$ cat config.mk
export PLATFORM = sky130hd
export DESIGN_NAME = bsg_manycore_wh_side_concentrator
export DESIGN_NICKNAME = d
export VERILOG_FILES = /design/src/rtl/bsg_manycore_wh_side_concentrator.sv
export SDC_FILE = /design/constraint.sdc
export NUM_CORES = 1
export LEC_CHECK = 0
export ABC_AREA = 1
export BUFFER_PORTS_ARGS = -buffer_cell sky130_fd_sc_hd__buf_2
export CAP_MARGIN = 30
export CORE_MARGIN = 10
export CORE_UTILIZATION = 50
export CTS_CLUSTER_SIZE = 40
export DETAILED_ROUTE_END_ITERATION = 10
export PLACE_DENSITY = 0.74
export SYNTH_ARGS = -nofsm -noshare
export SYNTH_HDL_FRONTEND = slang
export SYNTH_HIERARCHICAL = 1
export SYNTH_SLANG_ARGS = --single-unit
$ cat constraint.sdc
create_clock -name clk_i -period 2.26 [get_ports clk_i]
set_input_delay 0.226 -clock clk_i [delete_from_list [all_inputs] [get_ports clk_i]]
set_output_delay 0.226 -clock clk_i [all_outputs]
set_load 0.05 [all_outputs]
$ cat src/rtl/bsg_manycore_wh_side_concentrator.sv
// bsg_manycore_wh_side_concentrator
//
// Edge concentrator between the num_in_p vcache wormhole lanes of one pod row
// (one side, one N/S half) and a single wormhole link toward memory.
//
//   forward : num_in_p lanes -> 2-entry FIFO per lane -> round-robin per-packet
//             arbiter -> fwd_v_o / fwd_data_o
//   reverse : rev_v_i / rev_data_i -> 2-entry FIFO -> demux on header cid
//             -> rev_v_o[cid] (rev_data_o is broadcast to every lane)
//
// Ports
//   clk_i, reset_i                      clock, synchronous active-high reset
//   fwd_v_i/fwd_data_i/fwd_ready_and_o  array-side lanes in (valid/ready)
//   fwd_v_o/fwd_data_o/fwd_ready_and_i  concentrated link out
//   rev_v_i/rev_data_i/rev_ready_and_o  returning link in
//   rev_v_o/rev_data_o/rev_ready_and_i  per-lane returning flits out
//
// Header layout, LSB first: cord | len | cid. A packet is a header plus len
// body flits. Ready outputs are "FIFO not full" and are forced low, like all
// valid outputs, while reset_i is high.

// Two-entry elastic buffer. ready_and_o comes only from the occupancy register
// (and reset), so it never depends on the downstream ready.
module bsg_manycore_wh_side_concentrator_fifo #(
  parameter int width_p = 8
) (
  input  logic               clk_i,
  input  logic               reset_i,
  input  logic               v_i,
  input  logic [width_p-1:0] data_i,
  output logic               ready_and_o,
  output logic               v_o,
  output logic [width_p-1:0] data_o,
  input  logic               yumi_i
);

  logic [width_p-1:0] mem_r [2];
  logic               wptr_r;
  logic               rptr_r;
  logic [1:0]         count_r;
  logic               enq;
  logic               deq;

  assign ready_and_o = ~reset_i & (count_r != 2'd2);
  assign v_o         = (count_r != 2'd0);
  assign data_o      = mem_r[rptr_r];
  assign enq         = v_i & ready_and_o;
  assign deq         = yumi_i & v_o;

  // Pointers and occupancy; simultaneous enqueue and dequeue keep the count.
  always_ff @(posedge clk_i) begin
    if (reset_i) begin
      wptr_r  <= 1'b0;
      rptr_r  <= 1'b0;
      count_r <= 2'd0;
    end else begin
      if (enq) wptr_r <= ~wptr_r;
      if (deq) rptr_r <= ~rptr_r;
      count_r <= count_r + 2'(enq) - 2'(deq);
    end
  end

  // Storage is not reset; occupancy alone decides what is valid.
  always_ff @(posedge clk_i) begin
    if (enq) mem_r[wptr_r] <= data_i;
  end

endmodule

module bsg_manycore_wh_side_concentrator #(
  parameter int num_in_p        = 2,
  parameter int wh_flit_width_p = 16,
  parameter int wh_cord_width_p = 4,
  parameter int wh_len_width_p  = 3,
  parameter int wh_cid_width_p  = 1
) (
  input  logic                                     clk_i,
  input  logic                                     reset_i,

  input  logic [num_in_p-1:0]                      fwd_v_i,
  input  logic [num_in_p-1:0][wh_flit_width_p-1:0] fwd_data_i,
  output logic [num_in_p-1:0]                      fwd_ready_and_o,

  output logic                                     fwd_v_o,
  output logic [wh_flit_width_p-1:0]               fwd_data_o,
  input  logic                                     fwd_ready_and_i,

  input  logic                                     rev_v_i,
  input  logic [wh_flit_width_p-1:0]               rev_data_i,
  output logic                                     rev_ready_and_o,

  output logic [num_in_p-1:0]                      rev_v_o,
  output logic [num_in_p-1:0][wh_flit_width_p-1:0] rev_data_o,
  input  logic [num_in_p-1:0]                      rev_ready_and_i
);

  localparam int lg_lp      = $clog2(num_in_p);
  localparam int len_lsb_lp = wh_cord_width_p;
  localparam int cid_lsb_lp = wh_cord_width_p + wh_len_width_p;

  typedef enum logic {
    e_idle,
    e_locked
  } state_e;

  // ---------------------------------------------------------------- forward
  logic [num_in_p-1:0]        lane_v;
  logic [num_in_p-1:0]        lane_yumi;
  logic [wh_flit_width_p-1:0] lane_data [num_in_p];

  for (genvar i = 0; i < num_in_p; i++) begin : g_lane
    bsg_manycore_wh_side_concentrator_fifo #(
      .width_p(wh_flit_width_p)
    ) lane_fifo (
      .clk_i      (clk_i),
      .reset_i    (reset_i),
      .v_i        (fwd_v_i[i]),
      .data_i     (fwd_data_i[i]),
      .ready_and_o(fwd_ready_and_o[i]),
      .v_o        (lane_v[i]),
      .data_o     (lane_data[i]),
      .yumi_i     (lane_yumi[i])
    );
  end

  state_e                    fwd_state_r, fwd_state_n;
  logic [lg_lp-1:0]          rr_r, rr_n;
  logic [lg_lp-1:0]          fwd_lane_r, fwd_lane_n;
  logic [wh_len_width_p-1:0] fwd_cnt_r, fwd_cnt_n;
  logic [lg_lp-1:0]          idle_sel;
  logic                      idle_found;
  logic [lg_lp-1:0]          fwd_cur;
  logic                      fwd_xfer;
  logic [wh_len_width_p-1:0] fwd_hdr_len;

  // Round-robin search: first non-empty lane at or after rr. The index add
  // wraps naturally because num_in_p is a power of two.
  always_comb begin
    idle_sel   = rr_r;
    idle_found = 1'b0;
    for (int k = 0; k < num_in_p; k++) begin
      if (!idle_found && lane_v[rr_r + lg_lp'(k)]) begin
        idle_sel   = rr_r + lg_lp'(k);
        idle_found = 1'b1;
      end
    end
  end

  // Arbiter: present the search winner in IDLE, the locked lane otherwise.
  // A len=0 header releases immediately; otherwise the lock lasts len bodies.
  always_comb begin
    fwd_state_n = fwd_state_r;
    rr_n        = rr_r;
    fwd_lane_n  = fwd_lane_r;
    fwd_cnt_n   = fwd_cnt_r;
    fwd_cur     = (fwd_state_r == e_locked) ? fwd_lane_r : idle_sel;
    fwd_v_o     = ~reset_i & lane_v[fwd_cur];
    fwd_data_o  = lane_data[fwd_cur];
    fwd_xfer    = fwd_v_o & fwd_ready_and_i;
    lane_yumi   = '0;
    lane_yumi[fwd_cur] = fwd_xfer;
    fwd_hdr_len = fwd_data_o[len_lsb_lp +: wh_len_width_p];
    if (fwd_xfer) begin
      if (fwd_state_r == e_idle) begin
        if (fwd_hdr_len == '0) begin
          rr_n = fwd_cur + lg_lp'(1);
        end else begin
          fwd_cnt_n   = fwd_hdr_len;
          fwd_lane_n  = fwd_cur;
          fwd_state_n = e_locked;
        end
      end else begin
        fwd_cnt_n = fwd_cnt_r - wh_len_width_p'(1);
        if (fwd_cnt_r == wh_len_width_p'(1)) begin
          fwd_state_n = e_idle;
          rr_n        = fwd_lane_r + lg_lp'(1);
        end
      end
    end
  end

  // ---------------------------------------------------------------- reverse
  logic                       rev_head_v;
  logic [wh_flit_width_p-1:0] rev_head_data;
  logic                       rev_yumi;

  bsg_manycore_wh_side_concentrator_fifo #(
    .width_p(wh_flit_width_p)
  ) rev_fifo (
    .clk_i      (clk_i),
    .reset_i    (reset_i),
    .v_i        (rev_v_i),
    .data_i     (rev_data_i),
    .ready_and_o(rev_ready_and_o),
    .v_o        (rev_head_v),
    .data_o     (rev_head_data),
    .yumi_i     (rev_yumi)
  );

  state_e                    rev_state_r, rev_state_n;
  logic [lg_lp-1:0]          rev_lane_r, rev_lane_n;
  logic [wh_len_width_p-1:0] rev_cnt_r, rev_cnt_n;
  logic [lg_lp-1:0]          rev_cur;
  logic [wh_cid_width_p-1:0] rev_hdr_cid;
  logic [wh_len_width_p-1:0] rev_hdr_len;
  logic                      rev_xfer;

  assign rev_hdr_cid = rev_head_data[cid_lsb_lp +: wh_cid_width_p];
  assign rev_hdr_len = rev_head_data[len_lsb_lp +: wh_len_width_p];
  assign rev_data_o  = {num_in_p{rev_head_data}};

  // Demux: only the target lane sees valid; the target comes from the header
  // cid in IDLE and is held for the body flits while LOCKED.
  always_comb begin
    rev_state_n = rev_state_r;
    rev_lane_n  = rev_lane_r;
    rev_cnt_n   = rev_cnt_r;
    rev_cur     = (rev_state_r == e_locked) ? rev_lane_r : rev_hdr_cid[lg_lp-1:0];
    rev_v_o     = '0;
    rev_v_o[rev_cur] = ~reset_i & rev_head_v;
    rev_xfer    = rev_v_o[rev_cur] & rev_ready_and_i[rev_cur];
    rev_yumi    = rev_xfer;
    if (rev_xfer) begin
      if (rev_state_r == e_idle) begin
        if (rev_hdr_len != '0) begin
          rev_cnt_n   = rev_hdr_len;
          rev_lane_n  = rev_cur;
          rev_state_n = e_locked;
        end
      end else begin
        rev_cnt_n = rev_cnt_r - wh_len_width_p'(1);
        if (rev_cnt_r == wh_len_width_p'(1)) rev_state_n = e_idle;
      end
    end
  end

  // State registers for both directions; reset drops any partial packet.
  always_ff @(posedge clk_i) begin
    if (reset_i) begin
      fwd_state_r <= e_idle;
      rr_r        <= '0;
      fwd_lane_r  <= '0;
      fwd_cnt_r   <= '0;
      rev_state_r <= e_idle;
      rev_lane_r  <= '0;
      rev_cnt_r   <= '0;
    end else begin
      fwd_state_r <= fwd_state_n;
      rr_r        <= rr_n;
      fwd_lane_r  <= fwd_lane_n;
      fwd_cnt_r   <= fwd_cnt_n;
      rev_state_r <= rev_state_n;
      rev_lane_r  <= rev_lane_n;
      rev_cnt_r   <= rev_cnt_n;
    end
  end

endmodule

==> results.sh <==
export IMPL_status="complete, but fails checks"
export IMPL_violations="setup timing"
export IMPL_grt_total_usage_pct=16.3
export IMPL_clock_path_buffers=2
export IMPL_rsz0062_at_grt="true"
export IMPL_finalHoldViolCount=0
export IMPL_core_region_area_um2=10800
export IMPL_synthTopCellsByArea="edfxtp_1, dfxtp_1, mux2_4, nand2_1, inv_1"
export IMPL_grt_pass1_wl_um=20800
export IMPL_wire_per_inst_um=17.4
export IMPL_timing_final_crit_share_pct=106
export IMPL_yosysUniqueCellTypes=31
export IMPL_critPathKind="register to register"
export IMPL_grt_max_degree=17
export IMPL_ctsRootBufferMaster="clkbuf_8"
export IMPL_end_kind="register"
export IMPL_worstPathMaxFanout=4
export IMPL_placementRows=38
export IMPL_max_slew_margin_pct=57.6
export IMPL_fin_skew_ns=0.00861
export IMPL_max_freq_mhz=416
export IMPL_cts_buffers=17
export IMPL_num_fill_cells=731
export IMPL_postLayoutCoreUtil_pct=69.7
export IMPL_path_buf_inv=4
export IMPL_grt_pass1_vias=4229
export IMPL_synth_warnings=6
export IMPL_overflow=0
export IMPL_p_leak_nw=3.22
export IMPL_post_route_min_period_ns=2.40
export IMPL_place_area_um2=6130
export IMPL_ys_seq_elements=122
export IMPL_port_buffers=109
export IMPL_layout_setup_ws_ns=-0.143
export IMPL_nets=707
export IMPL_worstSkewPairLatency_ns=0.51
export IMPL_maxCapViolations=0
export IMPL_synthesis_nets=527
export IMPL_start_util_pct=51.1
export IMPL_slowest_stage="dfxtp_2"
export IMPL_setup_viol=4
export IMPL_ant_nets=0
export IMPL_via_per_inst=5.07
export IMPL_die_area_um2=15700
export IMPL_synthToLayoutAreaGrowth_pct=36.3
export IMPL_ys_seq_area_share_pct=61.4
export IMPL_hpwl_um=8400
export IMPL_layout_common_cells="edfxtp_1, buf_2, nand2_1"
export IMPL_boundaryPins=110
export IMPL_cts_sinks=122
export IMPL_cp_start_kind="register"
export IMPL_yosysTopAreaCell="edfxtp_1"
export IMPL_drive_gt1_share_pct=40.2
export IMPL_drt_iter0_drc=240
export IMPL_mostFrequentLayoutCell="edfxtp_1"
export IMPL_syn_inst=461
export IMPL_fin_area_um2=7550
export IMPL_drt_total_wl_um=13800
export IMPL_slowest_delay_ns=0.36
export IMPL_routed_via_count=4030
export IMPL_power_density_nw_per_um2=863
export IMPL_tightest_slew_ns=0.635
export IMPL_die_w_um=125
export IMPL_dieHeight_um=125
export IMPL_route_detailed_drc=0
export IMPL_multi_input_comb_area_um2=1790
export IMPL_syn_area_um2=5540
export IMPL_avgSynthCellArea_um2=12.0
export IMPL_gp_congestion=0.836
export IMPL_cts_max_level=4
export IMPL_finalSetupTns_ns=-0.258
export IMPL_hold_path_class="input pin to register"
export IMPL_cp_arrival_ns=2.79
export IMPL_crit_chain="inv_4 -> nand2_4 -> inv_2 -> nand2_1 -> nand2_1 -> nand2_2 -> nand2_4 -> nand2_2 -> nand4_1 -> nor2_2 -> o21a_1 -> ha_4 -> inv_2 -> ha_4 -> inv_1 -> nand2_2 -> nand3_1 -> nand2_1 -> nor2_1"
export IMPL_peakVddDrop_mv=0.642
export IMPL_required_ns=2.65
export IMPL_regArea_um2=3410
export IMPL_path_clk_slew_ns=0.05
export IMPL_cts_tree="done"
export IMPL_dp_slack_ns=-0.113
export IMPL_dr_pass1_iters=7
export IMPL_synth_top_cell_area_share_pct=52.0
export IMPL_path_delay_family="simple AND/OR/NAND/NOR gates"
export IMPL_maxSlewViolCount=0
export IMPL_grt_antenna_before_repair=0
routing by layer:
metal  up-vias  routed length [um]  global-route usage, %  part of all wire (%)
li1       1901                   -                      -                     -
met1      1919                5360                   17.4                    39
met2       178                7220                   28.9                    52
met3        32                 955                   5.58                   6.9
met4         0                 287                   6.78                   2.1
met5         -                   0                      0                     0
path summary, 6_finish.rpt:
check	startpoint	endpoint	slack [ns]	cells past startpoint
max	g_lane[0].lane_fifo/count_r[1]$_SDFF_PP0_	g_lane[0].lane_fifo/count_r[1]$_SDFF_PP0_	-0.14	19
min	rev_v_i	rev_fifo/wptr_r$_SDFFE_PP0N_	0.08	4
max reg2reg	g_lane[0].lane_fifo/count_r[1]$_SDFF_PP0_	g_lane[0].lane_fifo/count_r[1]$_SDFF_PP0_	-0.14	19
min reg2reg	rev_lane_r$_SDFFE_PP0P_	rev_lane_r$_SDFFE_PP0P_	0.46	2
cells by family after synthesis:
group                      Yosys count  synth area share, %
and+or+nand+nor                    166                 13.4
DFF                                122                 61.4
buffers and inverters               84                 8.15
muxes                               48                 11.8
AOI/OAI and AO/OA                   31                 2.96
adders and majority gates           10                 2.26
synth_stat cells:
library cell / number
a21oi_1: 15
a31oi_1: 1
buf_1: 1
buf_12: 3
buf_2: 1
buf_4: 17
buf_6: 3
clkinv_1: 1
dfxtp_1: 26
edfxtp_1: 96
ha_1: 10
inv_1: 57
inv_2: 1
mux2_2: 18
mux2_4: 30
nand2_1: 90
nand2_2: 10
nand2_4: 2
nand3_1: 16
nand3_2: 1
nand3_4: 1
nand3b_1: 2
nand4_1: 5
nand4_2: 1
nor2_1: 35
nor2_2: 1
nor2_4: 1
nor3_1: 1
o21a_1: 3
o21ai_0: 10
o21ai_1: 2
registers in the layout (all words and copies together), names as in the netlist, named ones only:
name / cells
g_lane.lane_fifo/mem_r: 64
rev_fifo/mem_r: 32
g_lane.lane_fifo/count_r: 4
fwd_cnt_r: 3
rev_cnt_r: 3
g_lane.lane_fifo/rptr_r: 2
g_lane.lane_fifo/wptr_r: 2
rev_fifo/count_r: 2
fwd_lane_r: 1
fwd_state_r: 1
rev_fifo/rptr_r: 1
rev_fifo/wptr_r: 1
rev_lane_r: 1
rev_state_r: 1
rr_r: 1
tightest hold or removal path: stages:
cell     delay, ns
buf_2         0.09
nand4_1       0.11
nand2_1       0.08
nor2_1        0.04
timing repair:
item | CTS | global route
resized for setup | 30 | 44
hold buffers | 48 | 0
endpoints found under the hold margin | 96 | 0
setup endpoints to repair | 18 | 21
setup buffers | 7 | 12
pin swaps | 4 | 9
area by class of cell:
class                           instances  area share [%]
Multi-Input combinational cell        255            23.7
Clock inverter                          8            1.89
Antenna cell                            1          0.0331
Tap cell                              140            2.32
Timing Repair Buffer                  186            17.7
Inverter                               59            3.07
Sequential cell                       122            45.2
Clock buffer                           24            6.10
metrics by stage:
step / std cells / hold slack (ns) / total power, W
4_1_cts: 783 / 0.0610 / 0.00642
5_1_grt: 794 / 0.0923 / 0.00676
6_report: 795 / 0.0794 / 0.00652
2_1_floorplan: 461 / 0.295 / 0.00331
3_5_place_dp: 696 / 0.417 / 0.00355
3_3_place_gp: 696 / 0.414 / 0.00352
power by group:
group	leakage, nW	internal (W)	switching [W]
clock	0.295	0.00185	0.000910
sequential	1.10	0.00252	0.0000471
combinational	1.83	0.000433	0.000760
No activity file was read; power rests on OpenSTA's default activity.
